`config.mk`:
```
export PLATFORM = sky130hd
export DESIGN_NAME = scanline_prefetcher_flat
export DESIGN_NICKNAME = d
export VERILOG_FILES = /design/src/rtl/scanline_prefetcher_if.sv /design/src/rtl/scanline_prefetcher.sv /design/src/flat_wrapper.sv
export SDC_FILE = /design/constraint.sdc
export NUM_CORES = 1
export LEC_CHECK = 0
export ABC_AREA = 1
export ABC_CLOCK_PERIOD_IN_PS = 8700
export CAP_MARGIN = 20
export CORE_MARGIN = 4
export CORE_UTILIZATION = 45
export CTS_BUF_LIST = sky130_fd_sc_hd__clkbuf_16
export CTS_CLUSTER_SIZE = 16
export DETAILED_ROUTE_END_ITERATION = 6
export HOLD_SLACK_MARGIN = 0.12
export PLACE_DENSITY = 0.77
export SLEW_MARGIN = 10
export SYNTH_ARGS = -nofsm -noshare
export SYNTH_HDL_FRONTEND = slang
export SYNTH_SLANG_ARGS = --single-unit
```
`constraint.sdc`:
```
create_clock -name pixel_clock -period 8.7 [get_ports pixel_clock]
set_clock_uncertainty 0.15 [all_clocks]
set_input_delay 1.74 -clock pixel_clock [delete_from_list [all_inputs] [get_ports pixel_clock]]
set_output_delay 1.74 -clock pixel_clock [all_outputs]
set_load 0.03 [all_outputs]
```
`src/rtl/scanline_prefetcher_if.sv`:
```
// scanline_prefetcher_if: host write port, pixel RAM bus and line buffer write port of the prefetcher
interface scanline_prefetcher_if #(
    parameter int ADDR_WIDTH = 20,
    parameter int DATA_WIDTH = 24,
    parameter int LB_ADDR_WIDTH = 10
);
    logic host_wr_req;
    logic [ADDR_WIDTH-1:0] host_wr_addr;
    logic [DATA_WIDTH-1:0] host_wr_data;
    logic host_wr_ack;
    logic [ADDR_WIDTH-1:0] mem_addr;
    logic mem_re;
    logic mem_we;
    logic [DATA_WIDTH-1:0] mem_wdata;
    logic [DATA_WIDTH-1:0] mem_rdata;
    logic lb_we;
    logic lb_bank;
    logic [LB_ADDR_WIDTH-1:0] lb_addr;
    logic [DATA_WIDTH-1:0] lb_data;
    modport master (
        input host_wr_req, host_wr_addr, host_wr_data, mem_rdata,
        output host_wr_ack, mem_addr, mem_re, mem_we, mem_wdata, lb_we, lb_bank, lb_addr, lb_data
    );
    modport slave (
        output host_wr_req, host_wr_addr, host_wr_data, mem_rdata,
        input host_wr_ack, mem_addr, mem_re, mem_we, mem_wdata, lb_we, lb_bank, lb_addr, lb_data
    );
endinterface

```
`src/rtl/scanline_prefetcher.sv`:
```
// scanline_prefetcher: counts video strobes and prefetches each active line into a ping-pong line buffer,
// sharing the single-port pixel RAM with host writes
module scanline_prefetcher #(
    parameter int LINE_PIXELS = 800,
    parameter int LINES = 720,
    parameter int VBLANK_LINES = 10,
    parameter int HOST_SLOT = 16,
    parameter int ADDR_WIDTH = 20,
    parameter int DATA_WIDTH = 24,
    parameter int LB_ADDR_WIDTH = 10
) (
    input logic pixel_clock,
    input logic reset,
    input logic video_vsync,
    input logic video_hsync,
    scanline_prefetcher_if.master bus,
    output logic fetch_busy,
    output logic underrun
);
    localparam int NW = $clog2(LINES + 1);
    localparam int SW = $clog2(HOST_SLOT);
    typedef enum logic [1:0] {IDLE, FETCH, DRAIN} state_t;
    state_t state_q, state_d;
    logic [15:0] hcnt_q, hcnt_d;
    logic [NW-1:0] n_q, n_d;
    logic [ADDR_WIDTH-1:0] base_q, base_d;
    logic [LB_ADDR_WIDTH-1:0] p_q, p_d, rd_p_q;
    logic [SW-1:0] slot_q, slot_d;
    logic rd_v_q, rd_bank_q, underrun_q;
    logic busy, trig, grant, re, gnt_o, re_o, lb_v;
    int tgt;
    always_comb begin
        busy = state_q != IDLE;
        // while a line is still in flight, the next trigger belongs to the following line
        tgt = 32'(n_q) + (busy ? 1 : 0);
        trig = video_hsync && !video_vsync && (32'(hcnt_q) + 1 == VBLANK_LINES + tgt) && tgt < LINES;
        grant = bus.host_wr_req && (state_q != FETCH || 32'(slot_q) >= HOST_SLOT - 1);
        re = state_q == FETCH && !grant && !trig && !video_vsync;
        state_d = state_q;
        hcnt_d = hcnt_q;
        n_d = n_q;
        base_d = base_q;
        p_d = p_q;
        slot_d = slot_q;
        if (video_vsync) begin
            state_d = IDLE;
            hcnt_d = '0;
            n_d = '0;
            base_d = '0;
        end else begin
            hcnt_d = video_hsync && hcnt_q != '1 ? hcnt_q + 1'b1 : hcnt_q;
            if (trig) begin
                base_d = busy ? base_q + ADDR_WIDTH'(LINE_PIXELS) : base_q;
                n_d = busy ? n_q + 1'b1 : n_q;
                state_d = FETCH;
                p_d = '0;
                slot_d = '0;
            end else if (state_q == FETCH) begin
                slot_d = grant ? '0 : 32'(slot_q) < HOST_SLOT - 1 ? slot_q + 1'b1 : slot_q;
                p_d = re ? p_q + 1'b1 : p_q;
                state_d = re && 32'(p_q) == LINE_PIXELS - 1 ? DRAIN : FETCH;
            end else if (state_q == DRAIN) begin
                state_d = IDLE;
                base_d = base_q + ADDR_WIDTH'(LINE_PIXELS);
                n_d = n_q + 1'b1;
            end
        end
    end
    always_ff @(posedge pixel_clock) begin
        if (reset) begin
            state_q <= IDLE;
            hcnt_q <= '0;
            n_q <= '0;
            base_q <= '0;
            p_q <= '0;
            slot_q <= '0;
            rd_v_q <= 1'b0;
            rd_p_q <= '0;
            rd_bank_q <= 1'b0;
            underrun_q <= 1'b0;
        end else begin
            state_q <= state_d;
            hcnt_q <= hcnt_d;
            n_q <= n_d;
            base_q <= base_d;
            p_q <= p_d;
            slot_q <= slot_d;
            rd_v_q <= re;
            rd_p_q <= p_q;
            rd_bank_q <= n_q[0];
            underrun_q <= trig && busy;
        end
    end
    // outputs are forced low during reset so a fetch caught mid-flight emits nothing further
    assign gnt_o = !reset && grant;
    assign re_o = !reset && re;
    assign lb_v = !reset && rd_v_q;
    assign bus.host_wr_ack = gnt_o;
    assign bus.mem_we = gnt_o;
    assign bus.mem_re = re_o;
    assign bus.mem_addr = gnt_o ? bus.host_wr_addr : re_o ? base_q + ADDR_WIDTH'(p_q) : '0;
    assign bus.mem_wdata = gnt_o ? bus.host_wr_data : '0;
    assign bus.lb_we = lb_v;
    assign bus.lb_bank = lb_v && rd_bank_q;
    assign bus.lb_addr = lb_v ? rd_p_q : '0;
    assign bus.lb_data = lb_v ? bus.mem_rdata : '0;
    assign fetch_busy = !reset && busy;
    assign underrun = !reset && underrun_q;
endmodule

```
`src/flat_wrapper.sv`:
```
// flat-port wrapper written by rule: the top's interface ports become plain ports
module scanline_prefetcher_flat 
#(
    parameter int LINE_PIXELS = 800,
    parameter int LINES = 720,
    parameter int VBLANK_LINES = 10,
    parameter int HOST_SLOT = 16,
    parameter int ADDR_WIDTH = 20,
    parameter int DATA_WIDTH = 24,
    parameter int LB_ADDR_WIDTH = 10
)
  (pixel_clock, reset, video_vsync, video_hsync, fetch_busy, underrun, bus_host_wr_req, bus_host_wr_addr, bus_host_wr_data, bus_mem_rdata, bus_host_wr_ack, bus_mem_addr, bus_mem_re, bus_mem_we, bus_mem_wdata, bus_lb_we, bus_lb_bank, bus_lb_addr, bus_lb_data);
  scanline_prefetcher_if #(.ADDR_WIDTH(ADDR_WIDTH), .DATA_WIDTH(DATA_WIDTH), .LB_ADDR_WIDTH(LB_ADDR_WIDTH)) bus_i ();
  input logic pixel_clock;
  input logic reset;
  input logic video_vsync;
  input logic video_hsync;
  output logic fetch_busy;
  output logic underrun;
  input wire logic [$bits(bus_i.host_wr_req)-1:0] bus_host_wr_req;
  input wire logic [$bits(bus_i.host_wr_addr)-1:0] bus_host_wr_addr;
  input wire logic [$bits(bus_i.host_wr_data)-1:0] bus_host_wr_data;
  input wire logic [$bits(bus_i.mem_rdata)-1:0] bus_mem_rdata;
  output wire logic [$bits(bus_i.host_wr_ack)-1:0] bus_host_wr_ack;
  output wire logic [$bits(bus_i.mem_addr)-1:0] bus_mem_addr;
  output wire logic [$bits(bus_i.mem_re)-1:0] bus_mem_re;
  output wire logic [$bits(bus_i.mem_we)-1:0] bus_mem_we;
  output wire logic [$bits(bus_i.mem_wdata)-1:0] bus_mem_wdata;
  output wire logic [$bits(bus_i.lb_we)-1:0] bus_lb_we;
  output wire logic [$bits(bus_i.lb_bank)-1:0] bus_lb_bank;
  output wire logic [$bits(bus_i.lb_addr)-1:0] bus_lb_addr;
  output wire logic [$bits(bus_i.lb_data)-1:0] bus_lb_data;
  assign bus_i.host_wr_req = bus_host_wr_req;
  assign bus_i.host_wr_addr = bus_host_wr_addr;
  assign bus_i.host_wr_data = bus_host_wr_data;
  assign bus_i.mem_rdata = bus_mem_rdata;
  assign bus_host_wr_ack = bus_i.host_wr_ack;
  assign bus_mem_addr = bus_i.mem_addr;
  assign bus_mem_re = bus_i.mem_re;
  assign bus_mem_we = bus_i.mem_we;
  assign bus_mem_wdata = bus_i.mem_wdata;
  assign bus_lb_we = bus_i.lb_we;
  assign bus_lb_bank = bus_i.lb_bank;
  assign bus_lb_addr = bus_i.lb_addr;
  assign bus_lb_data = bus_i.lb_data;
  scanline_prefetcher #(.LINE_PIXELS(LINE_PIXELS), .LINES(LINES), .VBLANK_LINES(VBLANK_LINES), .HOST_SLOT(HOST_SLOT), .ADDR_WIDTH(ADDR_WIDTH), .DATA_WIDTH(DATA_WIDTH), .LB_ADDR_WIDTH(LB_ADDR_WIDTH)) u_core (.pixel_clock(pixel_clock), .reset(reset), .video_vsync(video_vsync), .video_hsync(video_hsync), .bus(bus_i), .fetch_busy(fetch_busy), .underrun(underrun));
endmodule
```
### Word level (Yosys, flattened, before mapping)

Index checks and enable logic that the tools add are counted.

| word-level totals | value |
|---|---|
| logic and storage cells | 90 |
| bits of input ports | 73 |
| output and inout port bits | 85 |
| register bits | 75 |

| cells by class | value |
|---|---|
| add/sub/neg operators | 9 |
| magnitude comparators | 3 |
| bitwise gates (word level) | 1 |
| muxes and demuxes | 25 |
| equality and inequality tests | 8 |
| reductions and logical operators | 33 |

Operators by type and width:

| kind | count |
|---|---|
| two-way mux 20 bit | 6 |
| two-way mux 10 bit | 8 |
| two-way mux 24 bit | 2 |
| adder 10 x 32 -> 32 bit | 1 |
| adder 4 x 32 -> 32 bit (first input constant) | 1 |
| equality test 32 bit | 1 |
| less-than comparator 32 x 11 -> 1 bit (second input constant) | 1 |
| adder 10 x 1 -> 10 bit (second input constant) | 2 |
| adder 20 x 10 -> 20 bit | 1 |
| adder 20 x 10 -> 20 bit (second input constant) | 1 |
| adder 16 x 1 -> 17 bit (second input constant) | 1 |
| adder 16 x 1 -> 16 bit (second input constant) | 1 |
| logical AND 1 bit | 16 |
| two-way mux 4 bit | 4 |
| != test 16 bit (second input constant) | 1 |
| equality test 10 bit (second input constant) | 1 |
| nonzero test 2 bit | 5 |
| AND reduction 3 bit | 3 |
| two-way mux 2 bit | 3 |
| != test 2 x 1 -> 1 bit (second input constant) | 3 |
| nonzero test 3 bit | 2 |
| adder 4 x 1 -> 4 bit (second input constant) | 1 |
| greater-or-equal comparator 4 bit (second input constant) | 1 |
| zero test 1 bit | 4 |
| 8 further kinds | 9 |

### Longest topological paths before layout

Gate-level depths: netlist (run 1).

| depth | value |
|---|---|
| depth after elaboration | 14 |
| depth in mapped cells | 25 |
| depth with buffers taken out | 25 |

### Worst setup path after synthesis (run 1)

OpenSTA, ideal clock, no wires.

| timing | value |
|---|---|
| kind | input -> output |
| from | in video_vsync |
| to | out bus_mem_addr[5] |
| arrival | 3204 ps |
| data required time | 6810 ps |
| slack | 3606 ps |
| buffers on the path | 0 |
| stages on the path | 16 |
| path through | inv_1 > nand3_1 > nor2_1 > nand2_1 > nor2_1 > nand2_1 > nor2_1 > nand2_1 > nor2_1 > nand3_1 > nor2_2 > nor2_4 > nand3_4 > inv_1 > nand2_1 > nand2_1 |

| on the way | value |
|---|---|
| cells in the longest elaborated chain, start to end | 10 |

RTL lines:

| element | line | text |
|---|---|---|
| start: declaration | flat_wrapper.sv:16 | `input logic video_vsync;` |
| zero test 1 bit (*) | scanline_prefetcher.sv:36, scanline_prefetcher.sv:38 |  |
| logical AND 1 bit (3 in series) | scanline_prefetcher.sv:36 | `trig = video_hsync && !video_vsync && (32'(hcnt_q) + 1 == VBLANK_LINES + tgt) && tgt < LINES;` |
| zero test 1 bit | scanline_prefetcher.sv:38 | `re = state_q == FETCH && !grant && !trig && !video_vsync;` |
| logical AND 1 bit | scanline_prefetcher.sv:38 |  |
| logical AND 1 bit (*) | scanline_prefetcher.sv:38 |  |
| logical AND 1 bit (*) | scanline_prefetcher.sv:96 | `assign re_o = !reset && re;` |
| net bus_mem_re | flat_wrapper.sv:26 | `output wire logic [$bits(bus_i.mem_re)-1:0] bus_mem_re;` |
| two-way mux 20 bit (*) (2 in series) | scanline_prefetcher.sv:101 | `assign bus.mem_addr = gnt_o ? bus.host_wr_addr : re_o ? base_q + ADDR_WIDTH'(p_q) : '0;` |
| end: declaration | flat_wrapper.sv:25 | `output wire logic [$bits(bus_i.mem_addr)-1:0] bus_mem_addr;` |

The timed path passes the listed nets; every way through them passes the cells marked *.

### Worst setup path in the final report (run 1)

| timing | value |
|---|---|
| from | reg u_core.state_q[0] |
| to | out bus_mem_addr[6] |

| on the way | value |
|---|---|
| cells in the longest elaborated chain, start to end | 13 |
| elaborated cells between the ends (all ways) | 21 |
| those cells by class | add/sub: 2; order compare: 1; eq/ne: 3; mux: 3; reduce/logical: 12 |

RTL lines:

| element | line | text |
|---|---|---|
| start: declaration | scanline_prefetcher.sv:23 | `state_t state_q, state_d;` |
| start signal: assignment | scanline_prefetcher.sv:82 | `state_q <= state_d;` |
| nonzero test 2 bit | scanline_prefetcher.sv:33 | `busy = state_q != IDLE;` |
| two-way mux 1 bit | scanline_prefetcher.sv:35 | `tgt = 32'(n_q) + (busy ? 1 : 0);` |
| adder 10 x 32 -> 32 bit | scanline_prefetcher.sv:35 |  |
| adder 4 x 32 -> 32 bit | scanline_prefetcher.sv:36 |  |
| equality test 32 bit | scanline_prefetcher.sv:36 |  |
| logical AND 1 bit (2 in series) | scanline_prefetcher.sv:36 |  |
| zero test 1 bit | scanline_prefetcher.sv:38 |  |
| logical AND 1 bit (2 in series) | scanline_prefetcher.sv:38 |  |
| logical AND 1 bit | scanline_prefetcher.sv:96 |  |
| two-way mux 20 bit | scanline_prefetcher.sv:101 |  |
| two-way mux 20 bit (*) | scanline_prefetcher.sv:101 |  |

Mark *: on every way between the ends. The rest lies on a longest branch, timed or not.

==> summary.md, run 1 <==
| Metric | Value |
|---|---|
| Status | `completed` |
| CP cell instances | `inv_1 -> ha_1 -> inv_1 -> ha_1 -> ha_1 -> nand2_1 -> and2_1 -> ha_1 -> inv_1 -> nand2_1 -> nand2_1 -> inv_1 -> nand2_1 -> inv_1 -> nand4_1 -> nand2_1 -> nand3_1 -> nor2_2 -> nor2_4 -> nand3_4 -> inv_1 -> nand2_1 -> nand2_1 -> clkdlybuf4s50_1` |
| Worst hold start | `u_core.p_q[0]$_SDFFE_PP0P_` |
| CTS tree | `yes` |
| Die Footprint | `around 14000 um2` |
| Fin. max-slew vios | `0` |
| Vias in the first global route | `about 5200` |
| Yosys reg bits | `70` |
| Worst hold endpoint | `u_core.p_q[0]$_SDFFE_PP0P_` |
| Global-route wire length before repair | `26.2 mm` |
| Largest net degree at the start of global routing | `37` |
| Prevailing post-synth register cell | `dfxtp_1` |
| CP Capture Type | `output port` |
| PD cells | `~110 nW/um2` |
| Crit path launch type | `flop` |
| CTS HTree Levels | `3` |
| Layout fillers | `between 1000 and 1500` |
| Nets@finish | `around 1100` |
| Synthesized Nets | `980` |
| Ys async rst share | `0%` |
| Via count | `approximately 5800` |
| Total setup buffers inserted after CTS | `0` |
| Vias per cell | `slightly below 5` |
| Leakage | `3.00 nW` |
| Synth warn | `0` |
| Initial Util | `between 40% and 50%` |
| Synth top area share | `roughly a quarter` |
| Relative slew slack | `between 30% and 40%` |
| Count leader, synth | `nand2_1` |
| Max-Cap Viols | `0` |
| Final Hold Fails | `0` |
| Most used cell along the critical path | `nand2_1` |
| Drt pass-1 iters | `5` |
| Num rows | `39` |
| FF-to-FF setup slack | `~4900 ps` |
| Initial antenna violation count | `0` |
| CTS root buf | `clkbuf_16` |
| F_max | `between 150 and 200 MHz` |
| WL/cell | `between 10 and 15 um` |
| Initial drt markers | `between 500 and 600` |
| CTS clock-pin slew for the worst setup and hold paths | `around 50 ps` |
| Final setup violation count | `0` |
| Slew @ Worst Pin | `about 1000 ps` |
| Core area | `roughly 12000 um2` |
| Worst Hold Class | `flop to flop` |
| CTS Sinks | `70` |
| Ratio of cells with drive above 1 in the final layout | `under 10%` |
| TNS Setup | `0 ps` |
| Remaining Overflow, GRT | `0` |
| Worst reg2reg path endpoint | `u_core.n_q[0]$_SDFFE_PP0P_` |
| Leading area contributor after synthesis | `dfxtp_1` |
| Hold-fix buffers, CTS | `0` |
| Port bufs | `~160` |
| WP data arrival | `between 4000 and 5000 ps` |
| Resized cells post-CTS | `0` |
| WS Path Type | `flop to output port` |
| Cells after Synth | `just under 900` |
| Reg2reg start | `u_core.state_q[0]$_SDFFE_PP0P_` |
| WHS Path Cells | `1` |
| Die H | `approximately 120 um` |
| Syn_area_per_cell | `between 6 and 7 um2` |
| RSZ-0062 raised after global routing | `no` |
| Family with the most delay on the worst path | `simple AND/OR/NAND/NOR gates` |
| Period utilisation layout | `approximately 73%` |
| Most instantiated cells after synthesis | `213 x nand2_1, 141 x inv_1, 120 x nor2_1` |
| CP Max Fanout | `28` |
| Most area-consuming cells after synthesis | `dfxtp_1 26%, nand2_1 15%, inv_1 9.8%, nor2_1 8.4%, nand3_1 7.7%` |
| Final core occ | `63.2%` |
| Data required time of the worst path | `6810 ps` |
| Critical path's largest stage delay | `660 ps` |
| Tmin final | `6370 ps` |
| GRT Util Overall | `22.6%` |
| RePlAce Congestion | `0.867` |
| Number of flops mapped to enable cells by yosys | `0` |
| ANT nets after route | `0` |
| Post-synthesis sequential area ratio | `a little over a quarter` |
| Clk_lat worst skew | `340 ps` |
| Reg2reg path depth | `21` |
| CP bufs+invs | `7` |
| Slowest stage cell, crit path | `clkdlybuf4s50_1` |
| Area Overhead vs Synth | `35.8%` |
| Antenna diode count | `0` |
| Remaining DRCs | `0` |
| Netlist cell types | `a little over 40` |
| Detail Placement HPWL | `around 12 mm` |
| CTS Buffer Depth | `2` |
| Final wirelength | `approximately 16 mm` |
| IR Drop Worst-Case VDD | `0.112 mV` |
| Die X | `around 120 um` |
| IO Pins | `between 150 and 200` |
| CTS buffer count | `9` |
| Synth Cell Area | `between 5000 and 6000 um2` |
-- how the worst max path moves through the flow --
stage,from,endpoint,slack (ps),depth (start not counted)
2_1_floorplan,video_vsync,bus_mem_addr[5],3610,16
3_3_place_gp,reset,bus_lb_data[17],2410,5
3_5_place_dp,reset,bus_lb_bank,2360,5
4_1_cts,u_core.state_q[0]$_SDFFE_PP0P_,bus_mem_addr[6],2330,24
5_1_grt,u_core.state_q[0]$_SDFFE_PP0P_,bus_mem_addr[5],1920,24
6_report,u_core.state_q[0]$_SDFFE_PP0P_,bus_mem_addr[6],2330,24
-- stage by stage --
| stage | setup WS, ps | total power [W] | area [um2] | hold slack (ps) | std cells |
|---|---|---|---|---|---|
| floorplan | 3610 | 0.000381 | 5380 | 301 | 890 |
| global placement | 2410 | 0.000437 | 7000 | 323 | 1164 |
| detailed placement | 2360 | 0.000437 | 7000 | 332 | 1164 |
| CTS | 2330 | 0.000825 | 7310 | 344 | 1179 |
| global route | 1920 | 0.000849 | 7310 | 373 | 1179 |
| finish | 2330 | 0.000820 | 7310 | 347 | 1179 |
-- layer usage --
metal	GRT usage, %	vias up	share of wire (%)
met5	0	-	0
met4	5.35	0	1.2
met3	4.67	16	5.7
met2	38.4	158	47
met1	29.4	2560	46
li1	-	3073	-
-- cell usage in the layout, fill, tap and decap left out, types with 21 or more instances in the layout --
cell type and instances:
xor2_1 38, o21ai_1 21, a21oi_1 50, nand3_1 83
dfxtp_1 70, nand2_1 213, clkdlybuf4s50_1 157, o21ai_0 28
nor2_1 120, inv_1 141
-- layout make-up --
cell class / count / area (um2) / share of cell area, %
Multi-Input combinational cell: 645 / 3280 / 44.8
Timing Repair Buffer: 159 / 1590 / 21.7
Inverter: 147 / 552 / 7.55
Clock inverter: 6 / 87.6 / 1.20
Tap cell: 143 / 179 / 2.45
Clock buffer: 9 / 225 / 3.08
Sequential cell: 70 / 1400 / 19.2
-- kinds of logic (layout without fill, tap and decap cells) --
logic type,after synthesis,after routing,synth area share [%]
buffers and inverters,175,321,13.1
AOI/OAI and AO/OA,109,109,10.6
xor gates and xnor gates,44,44,7.16
DFF,70,70,26.0
and+or+nand+nor,475,475,39.0
adders and majority gates,17,17,4.09
-- registers in the layout (all words and copies together), names as in the netlist --
| register | flops |
|---|---|
| u_core.state_q | 2 |
| u_core.n_q | 10 |
| u_core.base_q | 15 |
| u_core.underrun_q | 1 |
| u_core.rd_p_q | 10 |
| u_core.rd_v_q | 1 |
| u_core.hcnt_q | 16 |
| u_core.p_q | 10 |
| u_core.rd_bank_q | 1 |
| u_core.slot_q | 4 |
-- where the power goes --
| group | switching (W) | leakage (nW) | internal, W |
|---|---|---|---|
| clock network | 0.000141 | 0.155 | 0.000249 |
| logic | 0.0000520 | 2.28 | 0.0000519 |
| registers | 0.00000327 | 0.565 | 0.000323 |
-- worst register-to-register path: stages (launching register included) --
cell,delay (ps)
dfxtp_1,460
inv_1,120
ha_1,260
inv_1,90
ha_1,210
ha_1,280
nand2_1,110
and2_1,190
ha_1,290
xnor2_1,130
nor2_1,90
nand2_1,60
nor2_1,90
nand2_1,50
nor2_1,80
nand3_1,120
inv_2,130
nand2_8,120
nand2_8,190
nand2_4,210
nand2_1,130
a21oi_1,70
No activity file was read; power rests on OpenSTA's default activity.
==> run 2: changes to the inputs <==
- ABC_CLOCK_PERIOD_IN_PS: 8700 -> 6500
- clock period: 8.7 -> 6.5 ns (I/O delays scaled with it)
==> summary.md, run 2 (synthesis results as in run 1) <==
| Metric | Value |
|---|---|
| WL/cell | `13.3 um (+0.82%)` |
| Most flop-heavy register | `u_core.hcnt_q` |
| CTS clock-pin slew for the worst setup and hold paths | `60 ps (about the same)` |
| RePlAce Congestion | `0.925 (+6.7%)` |
| Max-Cap Viols | `0 (unchanged)` |
| CP Capture Type | `output port` |
| Nets@finish | `1123 (+0.089%)` |
| Ratio of cells with drive above 1 in the final layout | `4.91% (+0.087 points)` |
| Most frequent cells in the layout | `213 x nand2_1, 157 x clkdlybuf4s50_1, 142 x inv_1, 120 x nor2_1, 83 x nand3_1` |
| Reg power frac | `39.4% (-0.4 points)` |
| CP Max Fanout | `28 (unchanged)` |
| CP bufs+invs | `7 (unchanged)` |
| IO Pins | `158 (unchanged)` |
| CP cell instances | `inv_1 -> ha_1 -> inv_1 -> ha_1 -> ha_1 -> nand2_1 -> and2_1 -> ha_1 -> inv_1 -> nand2_1 -> nand2_1 -> inv_1 -> nand2_1 -> inv_1 -> nand4_1 -> nand2_1 -> nand3_1 -> nor2_2 -> nor2_4 -> nand3_4 -> inv_1 -> nand2_1 -> nand2_1 -> clkdlybuf4s50_1` |
| Drt pass-1 iters | `6 (+1)` |
| Hold-fix buffers, CTS | `0 (unchanged)` |
| Detail Placement HPWL | `12.2 mm (+1.0%)` |
| Psw | `0.000269 W (+37%)` |
| Clock group share of total power | `48.1% (+0.6 points)` |
| Status | `completed` |
| WP data arrival | `4370 ps (-110 ps)` |
| Data required time of the worst path | `5050 ps (-1760 ps)` |
| Family with the most delay on the worst path | `simple AND/OR/NAND/NOR gates` |
| ANT nets after route | `0 (unchanged)` |
| Post-route cell area | `7330 um2 (+0.24%)` |
| CTS tree | `yes` |
| Slew @ Worst Pin | `962 ps (-80.9 ps)` |
| M2 GR Usage | `39.0% (+0.58 points)` |
| Vias in the first global route | `5335 (+1.8%)` |
| Sw frac | `24.3% (+0.40 points)` |
| Initial drt markers | `417 (-24%)` |
| Critical path's largest stage delay | `660 ps (about the same)` |
| Total setup buffers inserted after CTS | `0 (unchanged)` |
| CTS Buffer Depth | `2 (unchanged)` |
| Die H | `117 um (unchanged)` |
| Most used cell along the critical path | `nand2_1` |
| Num rows | `39 (unchanged)` |
| Global-route wire length before repair | `26.0 mm (-0.89%)` |
| IR Drop Worst-Case VDD | `0.0968 mV (-13%)` |
| PD cells | `151 nW/um2 (+35%)` |
| Port bufs | `157 (unchanged)` |
| WHS | `340 ps (-7.12 ps)` |
| RSZ-0062 raised after global routing | `no` |
| Registers with the most flip-flops | `u_core.hcnt_q x16, u_core.base_q x15` |
| Crit path launch type | `flop` |
| Via count | `5852 (+0.77%)` |
| Period utilisation layout | `89.5%` |
| Gr busiest metal | `met2` |
| Tmin final | `between 5000 and 6000 ps` |
| FF-to-FF setup slack | `2710 ps (-2200 ps)` |
| CTS HTree Levels | `3 (unchanged)` |
| Antenna diode count | `0 (unchanged)` |
| Max reg flops | `16 (unchanged)` |
| Final wirelength | `15.7 mm (+0.99%)` |
| Final setup violation count | `0 (unchanged)` |
| Die X | `117 um (unchanged)` |
| WS Path Type | `flop to output port` |
| TNS Setup | `0 ps (unchanged)` |
| Commonest non-fill, non-tap cell in the layout | `nand2_1` |
| Vias per cell | `4.96 (+0.60%)` |
| Final Hold Fails | `0 (unchanged)` |
| F_max | `between 150 and 200 MHz` |
| Comb power frac | `12.4% (-0.3 points)` |
| Resized cells post-CTS | `0 (unchanged)` |
| GRT Util Overall | `22.5% (-0.072 points)` |
| Core area | `11600 um2 (unchanged)` |
| Relative slew slack | `35.7% (+5.4 points)` |
| CTS Sinks | `70 (unchanged)` |
| Initial Util | `46.6% (unchanged)` |
| Internal | `0.000839 W (+34%)` |
| Initial antenna violation count | `0 (unchanged)` |
| Area Overhead vs Synth | `36.1%` |
| Largest net degree at the start of global routing | `30 (-19%)` |
| Remaining DRCs | `0 (unchanged)` |
| Met1 usage | `28.4% (-1.0 points)` |
| Dpl cell area | `7000 um2 (+0.11%)` |
| Worst Hold Class | `flop to flop` |
| CTS buffer count | `9 (unchanged)` |
| Remaining Overflow, GRT | `0 (unchanged)` |
| Clk_lat worst skew | `340 ps (about the same)` |
| Layout fillers | `1089 (-0.55%)` |
| Die Footprint | `13800 um2 (unchanged)` |
| CTS root buf | `clkbuf_16` |
| Fin. max-slew vios | `0 (unchanged)` |
| Slowest stage cell, crit path | `clkdlybuf4s50_1` |
| Met3 Track Usage GR | `4.62% (-0.048 points)` |
| Leakage | `3.00 nW (+0.19%)` |
## run 2: cell count changes in the layout (fill, tap and decap cells not counted), sizes merged
cell	previous run	this run
buf	2	3
clkinv	6	4
clkinvlp	0	1
inv	145	147
## run 2: through the flow
| step | utilization [%] | instances | total power [W] | setup WS (ps) |
|---|---|---|---|---|
| 2_1_floorplan | - | 890 | 0.000509 | 1870 |
| 3_3_place_gp | 60.6 | 1165 | 0.000583 | 1180 |
| 3_5_place_dp | 60.6 | 1165 | 0.000584 | 1080 |
| 4_1_cts | 63.4 | 1181 | 0.00111 | 679 |
| 5_1_grt | 63.4 | 1181 | 0.00115 | 281 |
| 6_report | 63.4 | 1181 | 0.00111 | 683 |
## run 2: routing by layer
layer / routed length (um) / part of all wire, %
met4: 266 / 1.7
met3: 982 / 6.2
met5: 0 / 0
met2: 7450 / 47
met1: 7030 / 45
## run 2: layout make-up
cell class / instances / area (um2) / area share (%)
clock buffers: 9 / 225 / 3.07
clock inverters: 7 / 97.6 / 1.33
inverters: 147 / 552 / 7.53
multi-input cells: 645 / 3280 / 44.7
flip-flops and latches: 70 / 1400 / 19.1
well taps: 143 / 179 / 2.44
repair buffers: 160 / 1590 / 21.8
## run 2: power groups by stage
stage	combinational, W	sequential, W	clock, W
6_report	0.000138	0.000437	0.000534
5_1_grt	0.000149	0.000437	0.000564
4_1_cts	0.000138	0.000437	0.000540
2_1_floorplan	0.0000643	0.000445	0
3_3_place_gp	0.000137	0.000446	0
3_5_place_dp	0.000138	0.000446	0
## run 2: path summary, 6_finish.rpt
path	start	cells past startpoint	endpoint
max	u_core.state_q[0]$_SDFFE_PP0P_	24	bus_mem_addr[6]
min	u_core.p_q[0]$_SDFFE_PP0P_	1	u_core.p_q[0]$_SDFFE_PP0P_
max reg2reg	u_core.state_q[0]$_SDFFE_PP0P_	21	u_core.base_q[16]$_SDFFE_PP0P_
min reg2reg	u_core.p_q[0]$_SDFFE_PP0P_	1	u_core.p_q[0]$_SDFFE_PP0P_
